File: src/rtl/hp1349a_pkg.sv
// Shared constants and types for the HP1349A vector display pipeline.
package hp1349a_pkg;

    localparam int unsigned H_RES_DEF = 640;
    localparam int unsigned V_RES_DEF = 480;
    localparam int unsigned COORD_W   = 10;
    localparam int unsigned ERR_W     = COORD_W + 2;

    typedef enum logic [1:0] {
        StIdle,
        StSetup,
        StPlot,
        StDone
    } raster_state_e;

endpackage

File: src/rtl/hp1349a_line_raster.sv
// Integer Bresenham line rasteriser: one vector per draw_enable/draw_busy handshake,
// one pixel per cycle to the framebuffer write port, with clipping and backpressure.
module hp1349a_line_raster
    import hp1349a_pkg::*;
#(
    parameter int unsigned H_RES = H_RES_DEF,
    parameter int unsigned V_RES = V_RES_DEF,
    parameter int unsigned CW    = COORD_W
) (
    input  logic          clk,
    input  logic          rst,
    input  logic [CW-1:0] i_draw_x_from,
    input  logic [CW-1:0] i_draw_y_from,
    input  logic [CW-1:0] i_draw_x_to,
    input  logic [CW-1:0] i_draw_y_to,
    input  logic          i_draw_enable,
    output logic          o_draw_busy,
    output logic [CW-1:0] o_pix_x,
    output logic [CW-1:0] o_pix_y,
    output logic          o_pix_we,
    input  logic          i_pix_ready
);

    localparam int unsigned EW = CW + 2;
    localparam logic [CW:0]          H_LIM = (CW + 1)'(H_RES);
    localparam logic [CW:0]          V_LIM = (CW + 1)'(V_RES);
    localparam logic [CW-1:0]        C_ONE = CW'(1);
    localparam logic signed [EW-1:0] E_ZERO = '0;

    raster_state_e r_state, w_state_d;
    logic [CW-1:0] r_x, r_y, r_x1, r_y1;
    logic [CW-1:0] w_x_d, w_y_d, w_x1_d, w_y1_d;
    logic signed [EW-1:0] r_dx, r_dy, r_err;
    logic signed [EW-1:0] w_dx_d, w_dy_d, w_err_d;
    logic r_sx_neg, r_sy_neg, w_sx_neg_d, w_sy_neg_d;
    logic r_busy, w_busy_d;

    logic signed [EW-1:0] w_dx_raw, w_dy_raw, w_dx_abs, w_dy_abs;
    logic signed [EW:0]   w_e2;
    logic w_in_range, w_advance, w_at_end, w_step_x, w_step_y;

    // During SETUP r_x/r_y still hold the latched start point.
    assign w_dx_raw = $signed({2'b00, r_x1}) - $signed({2'b00, r_x});
    assign w_dy_raw = $signed({2'b00, r_y1}) - $signed({2'b00, r_y});
    assign w_dx_abs = (w_dx_raw < E_ZERO) ? -w_dx_raw : w_dx_raw;
    assign w_dy_abs = (w_dy_raw < E_ZERO) ? -w_dy_raw : w_dy_raw;

    assign w_e2       = {r_err, 1'b0};
    assign w_step_x   = (w_e2 >= r_dy);
    assign w_step_y   = (w_e2 <= r_dx);
    assign w_in_range = ({1'b0, r_x} < H_LIM) && ({1'b0, r_y} < V_LIM);
    assign w_advance  = !w_in_range || i_pix_ready;
    assign w_at_end   = (r_x == r_x1) && (r_y == r_y1);

    assign o_pix_x     = r_x;
    assign o_pix_y     = r_y;
    assign o_draw_busy = r_busy;

    always_comb begin
        w_state_d  = r_state;
        w_x_d      = r_x;
        w_y_d      = r_y;
        w_x1_d     = r_x1;
        w_y1_d     = r_y1;
        w_dx_d     = r_dx;
        w_dy_d     = r_dy;
        w_err_d    = r_err;
        w_sx_neg_d = r_sx_neg;
        w_sy_neg_d = r_sy_neg;
        w_busy_d   = r_busy;
        o_pix_we   = 1'b0;
        unique case (r_state)
            StIdle: begin
                if (i_draw_enable) begin
                    w_x_d     = i_draw_x_from;
                    w_y_d     = i_draw_y_from;
                    w_x1_d    = i_draw_x_to;
                    w_y1_d    = i_draw_y_to;
                    w_busy_d  = 1'b1;
                    w_state_d = StSetup;
                end
            end
            StSetup: begin
                w_dx_d     = w_dx_abs;
                w_dy_d     = -w_dy_abs;
                w_err_d    = w_dx_abs - w_dy_abs;
                w_sx_neg_d = !(w_dx_raw > E_ZERO);
                w_sy_neg_d = !(w_dy_raw > E_ZERO);
                w_state_d  = StPlot;
            end
            StPlot: begin
                o_pix_we = w_in_range;
                if (w_advance) begin
                    if (w_at_end) begin
                        w_state_d = StDone;
                    end else begin
                        w_err_d = r_err + (w_step_x ? r_dy : E_ZERO) + (w_step_y ? r_dx : E_ZERO);
                        if (w_step_x) w_x_d = r_sx_neg ? r_x - C_ONE : r_x + C_ONE;
                        if (w_step_y) w_y_d = r_sy_neg ? r_y - C_ONE : r_y + C_ONE;
                    end
                end
            end
            StDone: begin
                // Wait for enable to drop so a held request is not re-accepted.
                if (!i_draw_enable) begin
                    w_busy_d  = 1'b0;
                    w_state_d = StIdle;
                end
            end
            default: w_state_d = StIdle;
        endcase
    end

    always_ff @(posedge clk or posedge rst) begin
        if (rst) begin
            r_state  <= StIdle;
            r_x      <= '0;
            r_y      <= '0;
            r_x1     <= '0;
            r_y1     <= '0;
            r_dx     <= '0;
            r_dy     <= '0;
            r_err    <= '0;
            r_sx_neg <= 1'b0;
            r_sy_neg <= 1'b0;
            r_busy   <= 1'b0;
        end else begin
            r_state  <= w_state_d;
            r_x      <= w_x_d;
            r_y      <= w_y_d;
            r_x1     <= w_x1_d;
            r_y1     <= w_y1_d;
            r_dx     <= w_dx_d;
            r_dy     <= w_dy_d;
            r_err    <= w_err_d;
            r_sx_neg <= w_sx_neg_d;
            r_sy_neg <= w_sy_neg_d;
            r_busy   <= w_busy_d;
        end
    end

endmodule

File: config.mk
export PLATFORM = sky130hd
export DESIGN_NAME = hp1349a_line_raster
export DESIGN_NICKNAME = d
export VERILOG_FILES = /design/src/rtl/hp1349a_pkg.sv /design/src/rtl/hp1349a_line_raster.sv
export SDC_FILE = /design/constraint.sdc
export NUM_CORES = 1
export LEC_CHECK = 0
export ABC_AREA = 1
export ABC_CLOCK_PERIOD_IN_PS = 8150
export CAP_MARGIN = 10
export CORE_UTILIZATION = 65
export CTS_CLUSTER_DIAMETER = 50
export DETAILED_ROUTE_END_ITERATION = 12
export HOLD_SLACK_MARGIN = 0.03
export PLACE_DENSITY = 0.88
export SYNTH_ARGS = -nofsm -noshare
export SYNTH_HDL_FRONTEND = slang
export SYNTH_SLANG_ARGS = --single-unit
File: constraint.sdc
create_clock -name clk -period 8.15 [get_ports clk]
set_input_delay 1.2225 -clock clk [delete_from_list [all_inputs] [get_ports clk]]
set_output_delay 1.2225 -clock clk [all_outputs]
set_load 0.1 [all_outputs]
# Yosys cells after proc, flatten, opt, wreduce, memory -nomap -nowiden
# Index checks and enable logic that the tools add are counted.
word_totals:
  regBits: 81
  latchBits: 0
  ram_bits: 0
  romBits: 0
  in_bits: 44
  out_inout_bits: 22
  elab_cells: 87
  n_memories: 0
classes:
  addsub: 12
  n_mul: 0
  div_mod_pow: 0
  order_cmp: 8
  eq_ne: 12
  shift: 0
  muxes: 28
  n_bitwise: 0
  n_reduce_logical: 16
ops:
  columns: ["cell", "count"]
  rows:
  - ["$mux W10", 10]
  - ["$mux W12", 6]
  - ["$pmux W10 S2", 2]
  - ["$add A12 B12 Y12", 2]
  - ["$neg A11 Y12", 2]
  - ["$pmux W12 S2", 1]
  - ["$gt A11 B1 Y1 const B", 2]
  - ["$lt A11 B1 Y1 const B", 2]
  - ["$sub A10 B10 Y11", 2]
  - ["$add A10 B1 Y10 const B", 2]
  - ["$eq A10 B10 Y1", 2]
  - ["$sub A10 B1 Y10 const B", 2]
  - ["$ne A2 B2 Y1 const B", 7]
  - ["$ge A13 B12 Y1", 1]
  - ["$le A13 B12 Y1", 1]
  - ["$neg A12 Y12", 1]
  - ["$sub A12 B12 Y12", 1]
  - ["$lt A10 B10 Y1 const B", 1]
  - ["$lt A10 B9 Y1 const B", 1]
  - ["$reduce_and A5 Y1", 2]
  - ["$mux W2", 4]
  - ["$pmux W2 S4", 1]
  - ["$reduce_and A3 Y1", 2]
  - ["$reduce_bool A2 Y1", 3]
  - ["10 further kinds", 16]

# Depth between registers and ports, before layout
logic_depth:
  word_depth: 7
  depth_mapped: 30

# Worst setup path before layout
# OpenSTA, ideal clock, no wires.
synth_timing:
  kind: "reg-to-output"
  startpoint: "reg r_x[8], in the netlist o_pix_x[8]"
  endpoint: "out o_pix_we"
  t_arrival_ns: 3.959
  t_required_ns: 6.928
  path_slack_ns: 2.968
  stages_incl_launch_ff: 4
  path_buffers: 0
  path_cell_list: "dfrtp_1 -> inv_1 -> a21oi_1 -> nor4_1"
synth_via:
  elab_chain_len: 3
synth_lines:
  columns: ["element", "line_no", "source"]
  rows:
  - ["start, declared", "hp1349a_line_raster.sv:31", "logic [CW-1:0] r_x, r_y, r_x1, r_y1;"]
  - ["start signal, assigned", "hp1349a_line_raster.sv:129", "r_x <= w_x_d;"]
  - ["$lt A10 B10 Y1", "hp1349a_line_raster.sv:51", "assign w_in_range = ({1'b0, r_x} < H_LIM) && ({1'b0, r_y} < V_LIM);"]
  - ["$logic_and A1 B1 Y1", "hp1349a_line_raster.sv:51", null]
  - ["$mux W1", "hp1349a_line_raster.sv:72", "unique case (r_state)"]
  - ["end, declared", "hp1349a_line_raster.sv:20", "output logic o_pix_we,"]
# No other way between the ends.

# Worst setup path after layout
layout_timing:
  startpoint: "reg r_state[0]"
  endpoint: "out o_pix_we"
layout_via:
  elab_chain_len: 2
layout_lines:
  columns: ["element", "line_no", "source"]
  rows:
  - ["start, declared", "hp1349a_line_raster.sv:30", "raster_state_e r_state, w_state_d;"]
  - ["start signal, assigned", "hp1349a_line_raster.sv:116", "r_state <= StIdle;"]
  - ["start signal, assigned", "hp1349a_line_raster.sv:128", "r_state <= w_state_d;"]
  - ["$eq A2 B2 Y1", "hp1349a_line_raster.sv:72", null]
  - ["$mux W1", "hp1349a_line_raster.sv:72", null]
# No other way between the ends.

==> results.md <==
- Status: finished, final reports clean
- Top Ports: 66
- Nets: 1408
- Layout fillers: between 900 and 1000
- H-Tree Depth: 3
- WL per Instance: 14.3 um
- Number of port buffers: 65
- CP Capture Type: output port
- Worst EP required: 6930 ps
- Core area: ~12000 um2
- Setup Buffers After CTS: 0
- CP arrival: 3710 ps
- Hold Path Class: flip-flop to flip-flop
- RePlAce Congestion: around 0.97
- Initial Utilization: about two thirds
- Hold Fails Final Rpt: 0
- Area of the multi-input gates: 5250 um2
- CP max stage cell: clkdlybuf4s50_1
- Drt pass-1 iters: 6
- Max Clock Freq: just over 200 MHz
- Synth Net Count: about 1400
- Global-route wire length before repair: about 34 mm
- Pins over their slew limit: 0
- Max Root-Sink Buffers: 2
- Via density: between 5 and 6
- Height of the die: ~110 um
- Reg2reg end: r_err[9]
- # resized after CTS: 0
- Vias: between 7000 and 8000
- RSZ-0062 raised after global routing: false
- Clk_skew: 8.75 ps
- Synth async-reset ratio: 100%
- Total CTS buffers: 9
- Die X-Extent: approximately 110 um
- Final WL: around 20 mm
- Total grt overflow: 0
- CTS Root Buffer Type: clkbuf_16
- Hold depth: 2
- CP Launch Type: flip-flop
- DP Wirelength: 15.7 mm
- Worst hold path endpoint: r_dy[9]
- Synth warn: 0
- Mapped cell area: 8150 um2
- Final ANT Viol Nets: 0
- # diodes: 0
- Max VDD drop: a little under 0.00009 V
- #FFs+latches synth: 81
- Worst reg-to-reg path cell count: 26
- Worst r2r src: r_err[7]
- Largest net degree at the start of global routing: between 80 and 90
- Gr usage total: 33.6%
- Post-synth top area cell: dfrtp_1
- Cell Area, Placed: just under 9000 um2
- CP peak stage delay: 1210 ps
- Synthesized area per cell: between 6 and 7 um2
- Syn Inst Count: between 1000 and 1500
- DIE AREA: about 13000 um2
- Slew @ Worst Pin: approximately 1200 ps
- Reg area: approximately 2000 um2
- Setup Total Neg Slack: 0 ps
- Layout cell share with drive strength beyond 1: ~5.7%
- PwrDens: approximately 95 nW/um2
- Leakage: between 5 and 6 nW
- Synth top area share: between 20% and 30%
- Vias in the first global route: roughly 7500
- Worst Setup Path Type: flip-flop to output port
- Initial antenna violation count: 0
- Area Overhead vs Synth: 13.3%
- Post-route minimum period: 4930 ps
- Reg2Reg Setup Slack: 3520 ps
- Clk Latency, worst-skew pair: ~360 ps
- DRC viols: 0
- Hold slack: a little under 500 ps
- Hold_buf cts: 0
- Slew headroom: ~17%
- Synth cell types: 45
- Placement Rows: 40
- Setup violations, final: 0
- Prevailing post-synth register cell: dfrtp_1
- Clock transition at path regs: 70 ps
- Post-synth EDFFs: 0
- Crit-path cells: inv_1 -> ha_2 -> inv_1 -> buf_4 -> nor4_1 -> clkdlybuf4s50_1
- CP dominant cell by count: inv_1
- CTS sink count: 81
- TritonCTS clock tree: yes
- Fin area: just over 9000 um2
- Max FO, Critical Path: 50
- Max-cap violations: 0
- Hold_sp: r_dy[9]
- Seq/Total Area, Yosys: 24.9%
- Iteration-0 DRC Markers: between 500 and 600
- Tcrit/Tclk final: slightly above 60%
- Synth area leaders: dfrtp_1 25%, nand2_1 16%, ha_1 14%
cells by family after synthesis:
| group | after synthesis | synth area share, % |
|---|---|---|
| AOI/OAI and AO/OA | 189 | 13.3 |
| xor gates and xnor gates | 27 | 2.90 |
| adders and majority gates | 105 | 17.7 |
| buffers and inverters | 228 | 10.8 |
| DFF | 81 | 24.9 |
| and+or+nand+nor | 575 | 30.5 |
area by class of cell:
class,instances,share of cell area [%]
Multi-Input combinational cell,896,56.8
Sequential cell,81,21.9
Inverter,203,8.29
Timing Repair Buffer,68,7.29
Clock buffer,10,2.59
Tap cell,168,2.28
Clock inverter,6,0.786
metrics by stage:
step | util (%) | instances | setup WS (ps) | power [mW]
after detailed placement | 73.7 | 1416 | 3650 | 0.440
after global routing | 76.3 | 1432 | 3050 | 0.897
after global placement | 73.7 | 1416 | 3720 | 0.440
final | 76.3 | 1432 | 3220 | 0.873
after floorplan | - | 1205 | 2970 | 0.415
after CTS | 76.3 | 1432 | 3250 | 0.877
how the worst max path moves through the flow:
stage,end,depth (start not counted),startpoint
6_report,o_pix_we,6,r_state[0]
5_1_grt,o_pix_we,6,r_state[0]
3_5_place_dp,o_pix_we,6,r_state[0]
4_1_cts,o_pix_we,6,r_state[0]
3_3_place_gp,o_pix_we,6,r_state[0]
2_1_floorplan,o_pix_we,3,o_pix_x[8]
critical path, delay by kind of cell (launching register included):
family	cells	cell delay [ps]
and+or+nand+nor	1	400
DFF	1	410
adders and majority gates	1	860
buffers and inverters	4	1660
cell usage in the layout (no fill, tap or decap), types with 2 or more instances in the layout:
| cell type | Yosys | layout |
|---|---|---|
| nand2_1 | 358 | 358 |
| inv_1 | 195 | 194 |
| ha_1 | 88 | 87 |
| nor2_1 | 85 | 85 |
| dfrtp_1 | 81 | 81 |
| a21oi_1 | 65 | 65 |
| clkdlybuf4s50_1 | 0 | 65 |
| nand3_1 | 64 | 64 |
| o21ai_0 | 59 | 59 |
| xor2_1 | 18 | 18 |
| fa_1 | 17 | 17 |
| nand2_2 | 15 | 15 |
| o21ai_1 | 15 | 15 |
| nand4_1 | 14 | 14 |
| o211ai_1 | 12 | 12 |
| nor3_1 | 10 | 10 |
| a31oi_1 | 9 | 9 |
| xnor2_1 | 9 | 9 |
| clkbuf_16 | 0 | 9 |
| nand3_2 | 8 | 8 |
| inv_2 | 7 | 7 |
| o21a_1 | 6 | 6 |
| o2111ai_1 | 5 | 5 |
| nor2_2 | 4 | 4 |
| o221ai_1 | 4 | 4 |
| nand2_4 | 4 | 4 |
| o22ai_1 | 4 | 4 |
| nand3b_1 | 3 | 3 |
| or2_2 | 3 | 3 |
| a2bb2oi_1 | 3 | 3 |
| buf_4 | 3 | 3 |
| a21oi_2 | 2 | 2 |
| o21bai_1 | 2 | 2 |
| nor2_4 | 2 | 2 |
| clkinv_2 | 0 | 2 |
| inv_6 | 0 | 2 |
cell usage after synthesis (all sizes together) (5+ instances only):
cell	count
nand2	377
inv	203
nor2	91
ha	88
dfrtp	81
o21ai	75
nand3	73
a21oi	68
xor2	18
fa	17
clkbuf	16
nand4	14
nor3	12
o211ai	12
a31oi	9
buf	9
xnor2	9
o21a	6
o2111ai	5
report_power, final:
part / total [mW] / internal (mW) / switching (mW) / leakage, nW
sequential: 0.402 / 0.402 / 0 / 1.04
combinational: 0.0297 / 0.0182 / 0.0115 / 3.94
clock: 0.442 / 0.250 / 0.191 / 0.155
total: 0.873 / 0.670 / 0.203 / 5.14
state kept, by name, indices dropped and copies added (netlist names):
| signal | count |
|---|---|
| r_y1 | 10 |
| o_pix_x | 10 |
| r_x1 | 10 |
| r_state | 2 |
| r_sx_neg | 1 |
| r_sy_neg | 1 |
| r_err | 12 |
| o_pix_y | 10 |
| r_dy | 12 |
| r_dx | 12 |
| o_draw_busy | 1 |
layer usage:
layer,up-vias,track usage [%],wire length (um)
met4,0,13.5,575
met5,-,0,0
met3,45,5.31,1340
met2,267,57.3,9760
met1,3650,42.6,8810
li1,3994,-,-
Note: power is estimated with default switching activity, not from simulation.
